**config.mk**
```make
export PLATFORM = sky130hd
export DESIGN_NAME = mem_writeback_unit
export DESIGN_NICKNAME = d
export VERILOG_FILES = /design/src/rtl/mem_writeback_unit.sv
export SDC_FILE = /design/constraint.sdc
export NUM_CORES = 2
export LEC_CHECK = 0
export CORE_MARGIN = 4
export CORE_UTILIZATION = 40
export CTS_CLUSTER_DIAMETER = 40
export CTS_CLUSTER_SIZE = 40
export DETAILED_ROUTE_END_ITERATION = 10
export GPL_ROUTABILITY_DRIVEN = 0
export PLACE_DENSITY_LB_ADDON = 0.15
export SLEW_MARGIN = 0
export SYNTH_ARGS = -nofsm -noshare
export SYNTH_HDL_FRONTEND = slang
export SYNTH_SLANG_ARGS = --single-unit
```
**constraint.sdc**
```tcl
create_clock -name clk -period 3.2 [get_ports clk]
set_input_delay 0.32 -clock clk [delete_from_list [all_inputs] [get_ports clk]]
set_output_delay 0.32 -clock clk [all_outputs]
set_load 0.02 [all_outputs]
```
**src/rtl/mem_writeback_unit.sv**
```systemverilog
// Writeback stage: retires ALU results directly, runs one load/store at a time
// against data memory, and owns the register file with bypassed read ports.
module mem_writeback_unit #(
   parameter  int XLEN    = 32,
   parameter  int NREGS   = 16,
   parameter  int AW      = 10,
   parameter  int TIMEOUT = 15,
   localparam int RW      = $clog2(NREGS)
) (
   input  logic            clk,
   input  logic            rst_n,
   input  logic            in_valid,
   output logic            in_ready,
   input  logic [1:0]      in_kind,
   input  logic [RW-1:0]   in_rd,
   input  logic [XLEN-1:0] in_result,
   input  logic [AW-1:0]   in_addr,
   input  logic [XLEN-1:0] in_sdata,
   output logic            mem_req,
   output logic            mem_we,
   output logic [AW-1:0]   mem_addr,
   output logic [XLEN-1:0] mem_wdata,
   input  logic            mem_ack,
   input  logic [XLEN-1:0] mem_rdata,
   input  logic [RW-1:0]   ra0,
   input  logic [RW-1:0]   ra1,
   output logic [XLEN-1:0] rd0,
   output logic [XLEN-1:0] rd1,
   input  logic [RW-1:0]   dbg_sel,
   output logic [XLEN-1:0] dbg_data,
   output logic            err,
   input  logic            err_clr,
   output logic [15:0]     retired
);

   typedef enum logic {IDLE, BUSY} state_t;

   state_t          state;
   logic [XLEN-1:0] regs [NREGS];
   logic [RW-1:0]   lat_rd;
   logic            lat_store;
   logic [7:0]      tcnt;

   logic            accept, alu_wr, mem_op, ack_busy, timeout;
   logic            wr_en, commit;
   logic [RW-1:0]   wr_addr;
   logic [XLEN-1:0] wr_data;

   // Handshake: an operation transfers on a cycle where in_valid and in_ready are both high.
   assign in_ready = (state == IDLE);
   assign accept   = in_valid & in_ready;
   assign alu_wr   = accept & (in_kind == 2'b00);
   assign mem_op   = accept & (in_kind == 2'b01 || in_kind == 2'b10);
   assign ack_busy = (state == BUSY) & mem_ack;
   assign timeout  = (state == BUSY) & ~mem_ack & (tcnt == 8'(TIMEOUT - 1));

   always_comb begin
      wr_en   = 1'b0;
      wr_addr = '0;
      wr_data = '0;
      if (alu_wr) begin
         wr_en   = 1'b1;
         wr_addr = in_rd;
         wr_data = in_result;
      end else if (ack_busy && !lat_store) begin
         wr_en   = 1'b1;
         wr_addr = lat_rd;
         wr_data = mem_rdata;
      end
   end

   // Register 0 is hardwired; writes to it still retire but never land.
   assign commit = wr_en & (wr_addr != '0);

   assign rd0 = (ra0 == '0) ? '0 : (commit && wr_addr == ra0) ? wr_data : regs[ra0];
   assign rd1 = (ra1 == '0) ? '0 : (commit && wr_addr == ra1) ? wr_data : regs[ra1];
   assign dbg_data = (dbg_sel == '0) ? '0 : regs[dbg_sel];

   always_ff @(posedge clk or negedge rst_n) begin
      if (!rst_n) begin
         state     <= IDLE;
         lat_rd    <= '0;
         lat_store <= 1'b0;
         tcnt      <= '0;
         mem_req   <= 1'b0;
         mem_we    <= 1'b0;
         mem_addr  <= '0;
         mem_wdata <= '0;
         err       <= 1'b0;
         retired   <= '0;
      end else begin
         case (state)
            IDLE: begin
               if (mem_op) begin
                  state     <= BUSY;
                  lat_rd    <= in_rd;
                  lat_store <= in_kind[1];
                  tcnt      <= '0;
                  mem_req   <= 1'b1;
                  mem_we    <= in_kind[1];
                  mem_addr  <= in_addr;
                  mem_wdata <= in_sdata;
               end
            end
            BUSY: begin
               if (mem_ack || timeout) begin
                  state   <= IDLE;
                  mem_req <= 1'b0;
                  mem_we  <= 1'b0;
               end else begin
                  tcnt <= tcnt + 8'd1;
               end
            end
            default: state <= IDLE;
         endcase
         // A timeout in the same cycle as err_clr wins.
         if (timeout)      err <= 1'b1;
         else if (err_clr) err <= 1'b0;
         if (alu_wr || ack_busy) retired <= retired + 16'd1;
      end
   end

   always_ff @(posedge clk or negedge rst_n) begin
      if (!rst_n) begin
         for (int i = 0; i < NREGS; i++) regs[i] <= '0;
      end else if (commit) begin
         regs[wr_addr] <= wr_data;
      end
   end

endmodule

```
After elaboration in Yosys (flattened, before gate mapping)
Cells that the tools add are included.
{"block": "word_totals", "register_bits": 587, "output_inout_bits": 158, "inputBits": 129}
{"block": "op_classes", "add_sub_neg": 2, "order_cmp": 5, "mux": 36, "eq_ne": 8, "n_reduce_logical": 17, "n_bitwise": 13}
{"op": "bitwise mux 512 bit", "count": 1}
{"op": "two-way mux 32 bit", "count": 14}
{"op": "binary-select mux 32 bit (select 4 bit)", "count": 3}
{"op": "demux 32 bit (select 4 bit)", "count": 1}
{"op": ">= comparator 5 bit, second input constant", "count": 4}
{"op": "NOT 4 -> 5 bit", "count": 4}
{"op": "adder 16 x 1 -> 16 bit, second input constant", "count": 1}
{"op": "two-way mux 8 bit", "count": 2}
{"op": "case mux 8 bit (2 select lines)", "count": 1}
{"op": "logical NOT 4 bit", "count": 3}
{"op": "two-way mux 1 bit", "count": 9}
{"op": "adder 8 x 1 -> 8 bit, second input constant", "count": 1}
{"op": "== test 4 bit", "count": 2}
{"op": "== test 8 x 4 -> 1 bit, second input constant", "count": 1}
{"op": "two-way mux 4 bit", "count": 2}
{"op": "AND 1 bit", "count": 7}
{"op": "case mux 1 bit (2 select lines)", "count": 3}
{"op": "AND reduction 2 bit", "count": 3}
{"op": "< comparator 5 x 1 -> 1 bit, second input constant", "count": 1}
{"op": "logical AND 1 bit", "count": 4}
{"op": "!= test 2 x 1 -> 1 bit, second input constant", "count": 2}
{"op": "nonzero test 4 bit", "count": 1}
{"op": "logical OR 1 bit", "count": 3}
{"op": "== test 2 x 1 -> 1 bit, second input constant", "count": 1}
{"op": "6 further kinds", "count": 7}

Logic depth before layout (Yosys ltp)
{"block": "logic_depth", "word_depth": 10, "mapped_depth": 11, "ltp_nobuf": 7}

Least setup slack after synthesis
No wires, ideal clock.
{"block": "synth_path", "path_kind": "input to output", "startpoint": "input port in_kind[0]", "endpoint": "output port rd0[13]", "required_ns": 2.880, "cell_stages": 9, "path_buffers": 2, "path_slack_ns": 0.492, "arrival_time_ns": 2.388, "path_cell_list": "inv_1 ha_1 and3b_1 buf_2 mux2_2 mux2i_1 a2111oi_0 buf_2 mux2i_1"}
{"block": "synth_between", "elab_chain_len": 8, "word_cells_on_any_way": 11, "cone_classes": "1 x eq/ne; 5 x mux; 2 x bitwise; 3 x reduce/logical"}
{"item": "start: declaration", "line": "14", "rtl": "input logic [1:0] in_kind,"}
{"item": "logical NOT 2 bit (*)", "line": "52", "rtl": "assign alu_wr = accept & (in_kind == 2'b00);"}
{"item": "AND 1 bit (*)", "line": "52"}
{"item": "two-way mux 4 bit", "line": "61", "rtl": "if (alu_wr) begin"}
{"item": "nonzero test 4 bit", "line": "73", "rtl": "assign commit = wr_en & (wr_addr != '0);"}
{"item": "AND 1 bit", "line": "73"}
{"item": "logical AND 1 bit", "line": "75", "rtl": "assign rd0 = (ra0 == '0) ? '0 : (commit && wr_addr == ra0) ? wr_data : regs[ra0];"}
{"item": "two-way mux 32 bit (*) (2 in a row)", "line": "75"}
{"item": "end: declaration", "line": "27", "rtl": "output logic [XLEN-1:0] rd0,"}
Mark *: on every way between the ends. The rest lies on a longest branch, timed or not.

Worst setup path after layout
{"block": "layout_path", "startpoint": "register state", "endpoint": "output port rd1[22]"}
{"block": "layout_between", "elab_chain_len": 9, "word_cells_on_any_way": 17, "cone_classes": "1 x eq/ne; 8 x mux; 5 x bitwise; 3 x reduce/logical"}
{"item": "start: declaration", "line": "38", "rtl": "state_t state;"}
{"item": "start signal: assignment", "line": "81", "rtl": "state <= IDLE;"}
{"item": "start signal: assignment", "line": "95", "rtl": "state <= BUSY;"}
{"item": "start signal: assignment", "line": "107", "rtl": "state <= IDLE;"}
{"item": "AND 1 bit / NOT 1 bit (equally long branches)"}
{"item": "logical AND 1 bit / AND 1 bit (equally long branches)", "line": "65, 51"}
{"item": "two-way mux 4 bit / AND 1 bit (equally long branches)", "line": "65, 52"}
{"item": "two-way mux 4 bit", "line": "61"}
{"item": "nonzero test 4 bit", "line": "73"}
{"item": "AND 1 bit", "line": "73"}
{"item": "logical AND 1 bit", "line": "76", "rtl": "assign rd1 = (ra1 == '0) ? '0 : (commit && wr_addr == ra1) ? wr_data : regs[ra1];"}
{"item": "two-way mux 32 bit (*) (2 in a row)", "line": "76"}
{"item": "end: declaration", "line": "28", "rtl": "output logic [XLEN-1:0] rd1,"}
Marks and branches as above.

==> flow_summary.rst <==
.. list-table::
   :header-rows: 1

   * - Metric
     - Value
   * - Run status
     - finished with violations
   * - Violations in the final reports
     - negative setup slack
   * - Antenna Nets Post-Route
     - 0
   * - Final Hold Viols
     - 0
   * - Number of global-route vias before repair
     - 28192
   * - Number of synthesized register bits
     - 587
   * - Crit path largest cell delay
     - 0.45 ns
   * - Site row count
     - 106
   * - Number of top-level pins
     - 287
   * - Mean instance size in the synthesized netlist
     - 11.5 um2
   * - CTS H-tree lvls
     - 3
   * - Worst min path class
     - in2reg
   * - Number of distinct library cell variants in the gate-level netlist after synthesis
     - 49
   * - First-pass iteration count of the detailed router
     - 5
   * - Primary FF master, synth
     - sky130_fd_sc_hd__dfrtp_1
   * - Signal arrival time at the worst endpoint
     - 2.97 ns
   * - Core Region
     - 0.0837 mm2
   * - Fraction of the yosys area taken by sequential cells
     - 0.434
   * - Post-placement cell area
     - 0.0399 mm2
   * - Category of the worst setup path capture point
     - output pin
   * - Combinational fraction of design power
     - 0.228
   * - Post-synth top area cell
     - sky130_fd_sc_hd__dfrtp_1
   * - Synth Net Count
     - 3062
   * - Die outline width
     - 299 um
   * - Post-layout minimum cycle time
     - 3.29 ns
   * - Cell-internal power
     - 19.9 mW
   * - Post-synthesis instance area
     - 0.0338 mm2
   * - Power density over the cells
     - 646 mW/mm2
   * - Starting DRT DRC Count
     - 2880
   * - Start-to-end type of the worst setup path
     - reg2out
   * - Wire length of the first global-routing pass
     - 182 mm
   * - Cells along the critical path
     - and3b_2 > mux2_4 > mux2i_1 > a2111o_2 > buf_12 > buf_12 > mux2i_1 > buf_4
   * - Clock sink count
     - 587
   * - TritonCTS Buffers
     - 105
   * - EDFF count, synth
     - 0
   * - Residual DRC
     - 0
   * - Startpoint type of the worst setup path
     - flip-flop
   * - Crit path setup slack, layout
     - -0.0873 ns
   * - Area of all placed cells without fillers
     - 0.0437 mm2
   * - Count of yosys warnings during synthesis
     - 0
   * - Relative contribution of sequential cells to total power
     - 0.348
   * - Measured slew at the worst slew-check pin
     - 0.998 ns
   * - Area of the die
     - 0.0893 mm2
   * - Count of final setup violators
     - 51
   * - Chip Height
     - 299 um
   * - Tightest slew margin relative to the limit
     - 0.334
   * - Sw frac
     - 0.295
   * - Routed via count
     - 26952
   * - Pin count of the biggest net entering global routing
     - 90
   * - Setup repair after global routing missed its margin
     - yes
   * - Quantity of I/O buffers inserted on ports
     - 286
   * - Total Routing Usage GR
     - 0.271
   * - Leading post-synthesis cells by cell area
     - sky130_fd_sc_hd__dfrtp_1, sky130_fd_sc_hd__mux4_2, sky130_fd_sc_hd__nand2_1, sky130_fd_sc_hd__a21oi_1, sky130_fd_sc_hd__a22o_1
   * - Max IR drop VDD
     - 0.484 mV
   * - Clock Pin Slew Worst Setup and Hold Paths
     - 0.05 ns
   * - Reported max-cap violation count
     - 0
   * - Crit path max-delay cell type
     - sky130_fd_sc_hd__a2111o_2
   * - Average vias per placed instance
     - 6.02
   * - Power share of the clock group
     - 0.423
   * - Global route total overflow
     - 0
   * - Final HPWL from detailed placement
     - 77.7 mm
   * - Proportion of netlist area held by the largest area contributor
     - 0.434
   * - Top cells by instance count after synthesis
     - sky130_fd_sc_hd__dfrtp_1, sky130_fd_sc_hd__nand2_1, sky130_fd_sc_hd__mux4_2, sky130_fd_sc_hd__nor2_1, sky130_fd_sc_hd__clkbuf_1
   * - Max-slew violation total from the final report
     - 0
   * - Root buffer cell
     - sky130_fd_sc_hd__clkbuf_16
   * - Share of synthesized flip-flops with an asynchronous set or reset
     - 1.00
   * - Cell leakage power
     - 18.5 nW
   * - Number of antenna violations at the first check in global routing
     - 2
   * - Cell with the most instances after synthesis
     - sky130_fd_sc_hd__dfrtp_1
   * - Aggregate negative setup slack
     - -2.08 ns
   * - Setup Skew
     - 0.0190 ns
   * - Highest achievable clock rate
     - 304 MHz
   * - Total placed cells including tap cells
     - 4272
   * - Clock latency of the later-clocked register in the worst-skew pair
     - 0.65 ns
   * - Non-Filler Instances
     - 4476
   * - Net total in the final layout
     - 3383
   * - Area growth, synth to finish
     - 29.2%
   * - Net switching power of the design
     - 8.33 mW
   * - Tcrit/Tclk final
     - 1.03
   * - Routed len/inst
     - 27.0 um
   * - Share of final-layout standard cells stronger than drive strength 1
     - 0.290
   * - Synthesized instance count
     - 2929
   * - TritonCTS clock tree
     - done
   * - Initial cell density of the core
     - 0.404
   * - Endpoint required time on the critical path
     - 2.88 ns
   * - Longest Clk Path Bufs
     - 3
   * - Largest fanout of any net on the critical path
     - 9
   * - Sum of routed wire length over all layers
     - 121 mm
==> placed cells by master, fill, tap and decap left out, drive strengths merged, types with 5 or more instances in the layout <==
| cell type | instances |
|---|---|
| dfrtp | 587 |
| clkdlybuf4s50 | 213 |
| a22oi | 34 |
| xnor2 | 8 |
| a22o | 129 |
| clkinv | 33 |
| clkinvlp | 11 |
| buf | 317 |
| nand2 | 418 |
| mux2i | 67 |
| clkbuf | 125 |
| a21oi | 227 |
| a21boi | 6 |
| nor3 | 5 |
| o21ai | 327 |
| xor2 | 17 |
| bufinv | 19 |
| and3 | 5 |
| mux4 | 416 |
| nand3 | 13 |
| nor2b | 39 |
| nand4 | 9 |
| nor2 | 244 |
| inv | 25 |
| nand2b | 8 |
==> cell type report <==
type                    count  area (um2)
flip-flops and latches    587       14700
clock buffers             122        2780
repair buffers            534        5680
diodes                      1        2.50
inverters                  12        45.0
multi-input cells        2010       18000
clock inverters            76        1040
well taps                1134        1420
fillers                  7159       40000
==> through the flow <==
step	util	setup WS (ns)	hold WS (ns)	total power, mW
after floorplan	-	0.492	0.0244	13.6
after global placement	0.476	-0.715	0.393	16.1
after detailed placement	0.476	-0.746	0.402	16.4
after CTS	0.522	-0.190	0.161	28.4
after global routing	0.522	-0.205	0.191	29.5
final	0.522	-0.0873	0.206	28.2
==> registers in the layout, summed over array words and instances, names as in the netlist <==
signal     flops
state          1
tcnt           8
mem_req        1
retired       16
err            1
regs         512
mem_addr      10
lat_rd         4
mem_we         1
lat_store      1
mem_wdata     32
==> kinds of logic after synthesis <==
group / count (synthesis) / share of synthesized area
AOI/OAI and AO/OA: 739 / 0.129
xor gates and xnor gates: 25 / 0.00647
adders and majority gates: 4 / 0.00148
buffers and inverters: 332 / 0.0395
DFF: 587 / 0.434
muxes: 485 / 0.297
and+or+nand+nor: 757 / 0.0918
==> metal layers <==
metal  wire (um)  vias to the layer above  global-route usage
met4        4170                        0              0.0957
met3        9720                      241              0.0560
met5           0                        -                   0
met1       48000                    13732               0.361
li1            -                    11670                   -
met2       58800                     1309               0.444
==> worst max-delay path: cells and delay by family (launching register included) <==
family          cells  cell delay [ns]
flops               1             0.39
simple gates        1             0.30
mux                 3             0.65
buf+inv             3             0.52
compound gates      1             0.45
==> repair_timing <==
item,in CTS,in global routing
gates resized for setup,341,7
hold buffers,1,0
pin swaps,2,2
hold endpoints to repair,78,0
buffers inserted,3,1
endpoints found under the setup margin,64,64
==> path summary, 6_finish.rpt <==
kind                              start       endpoint  slack, ns  cells after the start
max                               state        rd1[22]      -0.09                      8
min                        in_sdata[23]  mem_wdata[23]       0.21                      3
max reg2reg                       state      regs[422]       0.62                      7
min reg2reg                   regs[494]      regs[494]       0.42                      0
max in group asynchronous         rst_n      regs[174]       1.83                      3
min in group asynchronous         rst_n       regs[68]       0.36                      2
==> power by group through the flow <==
stage	logic [mW]	registers, mW	clock network (mW)
floorplan	3.85	9.78	0
global placement	6.35	9.74	0
detailed placement	6.48	9.89	0
CTS	6.48	9.79	12.1
global route	6.96	9.99	12.5
finish	6.45	9.83	11.9
(Power assumes the default switching activity.)
